===== src/rtl/iob_timer_master_pkg.sv =====
// Shared definitions for the timer bus initiator: timer register map,
// FSM state encoding (visible to benches for probing) and request payload helpers.
package iob_timer_master_pkg;

    localparam int unsigned ADDR_W  = 2;
    localparam int unsigned DATA_W  = 32;
    localparam int unsigned COUNT_W = 64;

    // Timer register map
    localparam logic [ADDR_W-1:0] TIMER_RESET     = 2'd0;
    localparam logic [ADDR_W-1:0] TIMER_STOP      = 2'd1;
    localparam logic [ADDR_W-1:0] TIMER_DATA_HIGH = 2'd2;
    localparam logic [ADDR_W-1:0] TIMER_DATA_LOW  = 2'd3;

    // Initiator FSM state encoding
    typedef enum logic [3:0] {
        ST_IDLE      = 4'd0,
        ST_RST_REQ   = 4'd1,
        ST_RST_WAIT  = 4'd2,
        ST_RUN       = 4'd3,
        ST_STOP_REQ  = 4'd4,
        ST_STOP_WAIT = 4'd5,
        ST_HI_REQ    = 4'd6,
        ST_HI_WAIT   = 4'd7,
        ST_LO_REQ    = 4'd8,
        ST_LO_WAIT   = 4'd9,
        ST_DONE      = 4'd10
    } state_e;

    // Bus request payload driven alongside valid
    typedef struct packed {
        logic [ADDR_W-1:0] address;
        logic [DATA_W-1:0] wdata;
    } bus_req_t;

    // True for the single-cycle request states
    function automatic logic is_req_state(state_e s);
        return (s inside {ST_RST_REQ, ST_STOP_REQ, ST_HI_REQ, ST_LO_REQ});
    endfunction

    // True for the states waiting on the timer acknowledge
    function automatic logic is_wait_state(state_e s);
        return (s inside {ST_RST_WAIT, ST_STOP_WAIT, ST_HI_WAIT, ST_LO_WAIT});
    endfunction

    // Address/write data carried by each request state
    function automatic bus_req_t req_payload(state_e s);
        bus_req_t r;
        r.wdata = '0;
        case (s)
            ST_RST_REQ: begin
                r.address = TIMER_RESET;
                r.wdata   = DATA_W'(1);
            end
            ST_STOP_REQ: r.address = TIMER_STOP;
            ST_HI_REQ:   r.address = TIMER_DATA_HIGH;
            ST_LO_REQ:   r.address = TIMER_DATA_LOW;
            default:     r.address = TIMER_RESET;
        endcase
        return r;
    endfunction

endpackage


===== src/rtl/iob_timer_master.sv =====
// Bus initiator for the timer peripheral: turns start/stop pulses into
// reset, stop/latch, read-high, read-low transactions and presents the
// 64-bit elapsed count with a done pulse.
// Optional feature: define TIMER_MASTER_TIMEOUT_EN to abort a transaction
// whose ready does not arrive within TIMEOUT_CYCLES cycles (error pulse).
module iob_timer_master
    import iob_timer_master_pkg::*;
#(
    parameter int unsigned TIMEOUT_CYCLES = 16
) (
    input  logic               clk,
    input  logic               rst_n,
    input  logic               start,
    input  logic               stop,
    output logic               busy,
    output logic               done,
    output logic [COUNT_W-1:0] count,
    output logic               error,
    output logic               valid,
    output logic [ADDR_W-1:0]  address,
    output logic [DATA_W-1:0]  wdata,
    input  logic [DATA_W-1:0]  rdata,
    input  logic               ready
);

    state_e             state_q, state_d;
    logic               busy_q, busy_d;
    logic               done_q, done_d;
    logic               error_q, error_d;
    logic               valid_q, valid_d;
    logic [ADDR_W-1:0]  addr_q, addr_d;
    logic [DATA_W-1:0]  wdata_q, wdata_d;
    logic [COUNT_W-1:0] count_q, count_d;
    logic [DATA_W-1:0]  hi_q, hi_d;
    bus_req_t           req;

`ifdef TIMER_MASTER_TIMEOUT_EN
    localparam int unsigned WAIT_W = $clog2(TIMEOUT_CYCLES) + 1;
    localparam logic [WAIT_W-1:0] WAIT_LAST = WAIT_W'(TIMEOUT_CYCLES - 1);

    logic [WAIT_W-1:0] wait_cnt_q, wait_cnt_d;
    logic              timeout;

    // Cycles spent in the current wait state; cleared while requesting
    always_comb begin
        wait_cnt_d = '0;
        if (is_wait_state(state_q)) begin
            wait_cnt_d = wait_cnt_q + WAIT_W'(1);
        end
    end

    // Last allowed wait cycle passed without an acknowledge
    assign timeout = is_wait_state(state_q) && !ready && (wait_cnt_q == WAIT_LAST);

    // Wait counter register
    always_ff @(posedge clk or negedge rst_n) begin
        if (!rst_n) begin
            wait_cnt_q <= '0;
        end else begin
            wait_cnt_q <= wait_cnt_d;
        end
    end
`endif

    // Next state, captured data and next registered outputs
    always_comb begin
        state_d = state_q;
        error_d = 1'b0;
        addr_d  = addr_q;
        wdata_d = wdata_q;
        count_d = count_q;
        hi_d    = hi_q;
        req     = '0;

        unique case (state_q)
            ST_IDLE: begin
                if (start) state_d = ST_RST_REQ;
            end
            ST_RST_REQ:  state_d = ST_RST_WAIT;
            ST_RST_WAIT: begin
                if (ready) state_d = ST_RUN;
            end
            ST_RUN: begin
                // stop has priority over a simultaneous restart
                if (stop) begin
                    state_d = ST_STOP_REQ;
                end else if (start) begin
                    state_d = ST_RST_REQ;
                end
            end
            ST_STOP_REQ:  state_d = ST_STOP_WAIT;
            ST_STOP_WAIT: begin
                if (ready) state_d = ST_HI_REQ;
            end
            ST_HI_REQ:    state_d = ST_HI_WAIT;
            ST_HI_WAIT: begin
                if (ready) begin
                    hi_d    = rdata;
                    state_d = ST_LO_REQ;
                end
            end
            ST_LO_REQ:    state_d = ST_LO_WAIT;
            ST_LO_WAIT: begin
                if (ready) begin
                    // both halves land in count on the same edge
                    count_d = {hi_q, rdata};
                    state_d = ST_DONE;
                end
            end
            ST_DONE:      state_d = ST_IDLE;
            default:      state_d = ST_IDLE;
        endcase

`ifdef TIMER_MASTER_TIMEOUT_EN
        if (timeout) begin
            state_d = ST_IDLE;
            error_d = 1'b1;
        end
`endif

        done_d  = (state_d == ST_DONE);
        busy_d  = (state_d != ST_IDLE) && (state_d != ST_DONE);
        valid_d = is_req_state(state_d);

        // Payload changes only when a request is issued, then holds
        if (valid_d) begin
            req     = req_payload(state_d);
            addr_d  = req.address;
            wdata_d = req.wdata;
        end
    end

    // State and output registers
    always_ff @(posedge clk or negedge rst_n) begin
        if (!rst_n) begin
            state_q <= ST_IDLE;
            busy_q  <= 1'b0;
            done_q  <= 1'b0;
            error_q <= 1'b0;
            valid_q <= 1'b0;
            addr_q  <= '0;
            wdata_q <= '0;
            count_q <= '0;
            hi_q    <= '0;
        end else begin
            state_q <= state_d;
            busy_q  <= busy_d;
            done_q  <= done_d;
            error_q <= error_d;
            valid_q <= valid_d;
            addr_q  <= addr_d;
            wdata_q <= wdata_d;
            count_q <= count_d;
            hi_q    <= hi_d;
        end
    end

    assign busy    = busy_q;
    assign done    = done_q;
    assign error   = error_q;
    assign valid   = valid_q;
    assign address = addr_q;
    assign wdata   = wdata_q;
    assign count   = count_q;

endmodule


===== config.mk =====
export PLATFORM = sky130hd
export DESIGN_NAME = iob_timer_master
export DESIGN_NICKNAME = d
export VERILOG_FILES = /design/src/rtl/iob_timer_master_pkg.sv /design/src/rtl/iob_timer_master.sv
export SDC_FILE = /design/constraint.sdc
export NUM_CORES = 1
export LEC_CHECK = 0
export BUFFER_PORTS_ARGS = -buffer_cell sky130_fd_sc_hd__buf_2
export CORE_ASPECT_RATIO = 0.7
export CORE_MARGIN = 4
export CORE_UTILIZATION = 30
export DETAILED_ROUTE_END_ITERATION = 10
export SYNTH_ARGS = -nofsm -noshare
export SYNTH_HDL_FRONTEND = slang
export SYNTH_SLANG_ARGS = --single-unit

===== constraint.sdc =====
create_clock -name clk -period 1.6 [get_ports clk]
set_input_delay 0.08 -clock clk [delete_from_list [all_inputs] [get_ports clk]]
set_output_delay 0.08 -clock clk [all_outputs]
set_load 0.01 [all_outputs]

======== Yosys cells after proc, flatten, opt, wreduce, memory -nomap -nowiden ========
Cells that the tools add are included.
storage, ports and cells
  output and inout port bits .............. 102
  bits in registers ....................... 137
  input bits .............................. 37
  word-level logic and storage cells ...... 38
cells by class
  muxes and demuxes ....................... 9
  reductions and logical operators ........ 6
  equality and inequality tests ........... 15
operator list
  kind                count
  $pmux 4 s10         1
  $eq 4x3->1 const B  6
  $mux 4              6
  $eq 4x4->1 const B  4
  $eq 4x1->1 const B  2
  $eq 4x2->1 const B  2
  $reduce_bool 4->1   2
  $pmux 2 s3          1
  $logic_not 4->1     1
  $ne 4x4->1 const B  1
  $reduce_and 2->1    2
  $logic_and 1x1->1   1
  $mux 1              1

======== Logic depth before layout (Yosys ltp) ========
  depth in word-level cells ............... 5
  mapped depth ............................ 6
  mapped depth without buffers ............ 5

======== Worst setup path after synthesis ========
Ideal clock, no wire load.
  path type ............................... register to register
  from .................................... register state_q[1]
  to ...................................... register count_q[15] (netlist: count[15])
  path buffers ............................ 2
  setup slack ............................. -0.011 ns
  library setup time ...................... 0.125 ns
  required time ........................... 1.475 ns
  data arrival time ....................... 1.487 ns
  stages on the path, launching flop included .. 7
  clock period less this slack ............ 1.611 ns
  cells stage by stage .................... dfrtp_1 -> nor2_1 -> nand2_1 -> nor2_1 -> buf_2 -> buf_4 -> mux2_2
on the way
  longest elaborated chain between the ends .. 2
RTL lines
  what                        RTL line                 RTL
  start: declaration          iob_timer_master.sv:26   state_e state_q, state_d;
  start signal: assignment    iob_timer_master.sv:146  state_q <= state_d;
  $eq 4x4->1                  iob_timer_master.sv:75   unique case (state_q)
  $reduce_and 2->1 (no line)  --
  end signal: assignment      iob_timer_master.sv:153  count_q <= count_d;
  end: declaration            iob_timer_master.sv:33   logic [COUNT_W-1:0] count_q, count_d;
No other way between the ends.
A chain may end at the register's enable or synchronous reset.

======== Final worst setup path ========
  from .................................... register state_q[2]
  to ...................................... register wdata_q[0] (netlist: wdata[0])
on the way
  elaborated cells between the ends (all ways) .. 23
  classes of those cells .................. eq/ne: 13; mux: 8; reduce/logical: 2
RTL lines
  what                                                RTL line                                                RTL
  $eq 4x4->1, or another cell as far along            iob_timer_master.sv:75
  $pmux 4 s10 (*)                                     iob_timer_master.sv:75
  named net state_d[1]                                iob_timer_master.sv:26
  $eq 4x1->1, or another cell as far along            iob_timer_master_pkg.sv:38, iob_timer_master_pkg.sv:50
  $reduce_bool 4->1 / $mux 1 (equally long branches)  iob_timer_master_pkg.sv:38, iob_timer_master_pkg.sv:50
  end signal: assignment                              iob_timer_master.sv:152                                 wdata_q <= wdata_d;
  end: declaration                                    iob_timer_master.sv:32                                  logic [DATA_W-1:0] wdata_q, wdata_d;
Mark *: on every way through the listed nets, which the timed path passes. The rest lies on a longest branch.

==> run summary <==
Mux cell area share after synthesis -> 25.1%
WP data arrival -> 1.84 ns
Violated checks -> negative setup slack
CP Data Required Time -> 1.82 ns
Hold slack -> 0.140 ns
Overflow after GRT -> 0
Synth Area per Inst -> 15.1 um2
Period minus WS final -> 1.62 ns
Initial Utilization -> 30.8%
Fillcell total -> 1291
Area of the core -> 0.0140 mm2
Multi-input gate area -> 0.00149 mm2
Commonest cells after routing, fill and taps aside -> 105 x buf_2, 102 x dfrtp_1, 96 x mux2_2
Crit Path Max Fanout -> 5
Sequential Area -> 0.00266 mm2
Class of the worst hold path -> input port to flip-flop
Clock Pin Slew Worst Setup and Hold Paths -> 0.06 ns
Post-DRT Antenna Nets -> 0
Clk sinks -> 106
Row cnt -> 36
Post-synthesis adder-cell area fraction -> 0%
Setup crit start kind -> flip-flop
Pwr dens -> 1570 mW/mm2
VDD IR max -> 0.000569 V
Total power -> 9.33 mW
Clk Tree Root Cell -> clkbuf_16
Global-route wire length before repair -> 14100 um
1st-iter DRT viols -> 67
Most common cell after layout, fill and taps aside -> buf_2
Initial antenna violation count -> 0
Via density -> 4.17
Crit Path Class -> flip-flop to flip-flop
Largest net degree at the start of global routing -> 40
Layout cell share with drive strength beyond 1 -> 57.1%
Die ar. -> 0.0164 mm2
Post-Syn Area -> 0.00431 mm2
Total CTS buffers -> 9
Final Hold Fails -> 0
Outcome -> finished, violations left
Mapped Cells -> 285
Sequential share of the synthesized area -> 61.5%
Routed len/inst -> 15.2 um
CTS tree -> yes
Clock Skews -> 0.00895 ns
CP endpoint kind -> flip-flop
Total GRT Usage -> 11.0%
Setup-failing EPs final -> 1
Netlist cell types -> 29
DR vias -> 2691
RSZ-0062 raised after global routing -> true
IO Port Bufs -> 106
Die X -> 151 um
Setup TNS -> -0.0195 ns
Die height -> 108 um
Dpl hpwl -> 5960 um
Drt pass-1 iters -> 4
Tcrit/Tclk final -> 101%
Synth Area in XOR/XNOR -> 0%
Fmax -> 617 MHz
Dpl cell area -> 0.00505 mm2
Final instance area -> 0.00595 mm2
Maximum clock insertion buffer count -> 2
P&R area growth vs syn -> 37.9%
Slew Viols, Final -> 0
Vias in the first global route -> 2756
DRT Wirelength -> 9820 um
Io pins -> 139
H-tree levels -> 3
Setup ws final -> -0.0195 ns
DRC viols -> 0
Leakage -> 3.09 nW
Worst-Skew Late Latency -> 0.34 ns
Max cap viols -> 0
Post-synthesis compound-gate area fraction -> 2.67%
Antenna Cells -> 0
Count of state elements after synthesis -> 106
Simple-gate share of the synthesized area -> 2.79%
YS warnings -> 0
Main combinational cell family by area after synthesis -> multiplexers
Placer's final routability congestion estimate -> 0.748
# nets final -> 487
==> registers in the layout, indices dropped and copies added, names as in the netlist <==
name / count
wdata: 1
done: 1
busy: 1
hi_q: 32
state_q: 4
count: 64
address: 2
valid: 1
==> cell type report <==
class                           count  area share, %
Clock inverter                      4           1.28
Multi-Input combinational cell    165           25.0
Clock buffer                       12           3.98
Timing Repair Buffer              166           20.9
Inverter                            2          0.126
Sequential cell                   106           44.7
Tap cell                          190           4.00
==> kinds of logic (layout without fill, tap and decap cells) <==
| logic type | Yosys count | count (layout) |
|---|---|---|
| AOI/OAI and AO/OA | 16 | 16 |
| buffers and inverters | 45 | 184 |
| DFF | 106 | 106 |
| muxes | 96 | 96 |
| other | 1 | 32 |
| and+or+nand+nor | 21 | 21 |
==> worst paths after layout <==
| kind | from | endpoint | slack, ns | cells past startpoint |
|---|---|---|---|---|
| max | state_q[2] | wdata[0] | -0.02 | 5 |
| min | ready | state_q[2] | 0.14 | 3 |
| max reg2reg | state_q[2] | wdata[0] | -0.02 | 5 |
| min reg2reg | hi_q[20] | hi_q[20] | 0.50 | 1 |
| max in group asynchronous | rst_n | count[55] | 0.79 | 3 |
| min in group asynchronous | rst_n | count[37] | 0.24 | 2 |
==> layer usage <==
metal	global-route usage, %	share of wire (%)	vias to the layer above
li1	-	-	1260
met1	14.1	46	1346
met2	17.6	47	77
met3	4.32	6.3	8
met4	2.52	0.55	0
met5	0	0	-
==> worst max-delay path, cell delays in order, from the launching register on <==
cell	delay [ns]
dfrtp_2	0.46
or3_1	0.37
o211a_1	0.15
o22ai_4	0.25
nor3_4	0.09
a21o_2	0.19
==> cells in the mapped netlist <==
cell	n	share of area (%)
dfrtp_1	106	62
mux2_2	96	25
buf_4	36	6.3
nand2_1	6	0.52
nor2_1	6	0.52
buf_6	4	1.0
a21oi_1	3	0.35
buf_2	3	0.35
o21ai_0	3	0.35
inv_1	2	0.17
nor3_2	2	0.46
a21boi_0	1	0.17
a21o_2	1	0.20
a41o_2	1	0.26
and3_1	1	0.15
conb_1	1	0.087
nand2_2	1	0.15
nand2b_1	1	0.15
nand3b_1	1	0.17
o211a_1	1	0.23
o211ai_2	1	0.29
o21a_1	1	0.17
o21ai_1	1	0.12
o21ai_2	1	0.20
o21bai_1	1	0.17
o22ai_1	1	0.15
or2b_2	1	0.20
or3_1	1	0.15
or4b_4	1	0.32
==> power breakdown <==
group / internal (mW) / leakage, nW / switching, mW
clock network: 1.38 / 0.147 / 0.941
registers: 3.61 / 1.39 / 0.497
logic: 1.60 / 1.56 / 1.30
total: 6.59 / 3.09 / 2.74
==> through the flow <==
step           std cells  util [%]  worst slack (ns)
2_1_floorplan        316         -           0.00463
3_3_place_gp         584      36.0          -0.00671
3_5_place_dp         584      36.0           -0.0850
4_1_cts              633      40.7           -0.0223
5_1_grt              645      42.4           -0.0584
6_report             645      42.4           -0.0195
==> timing repair <==
action                                  4_1_cts  5_1_grt
hold endpoints to repair                     93        0
hold buffers                                 33        0
gates cloned                                  0        5
setup buffers                                 0        7
pin swaps                                     0       11
gates resized for setup                       2       19
endpoints found under the setup margin       17      101
(Power assumes the default switching activity.)
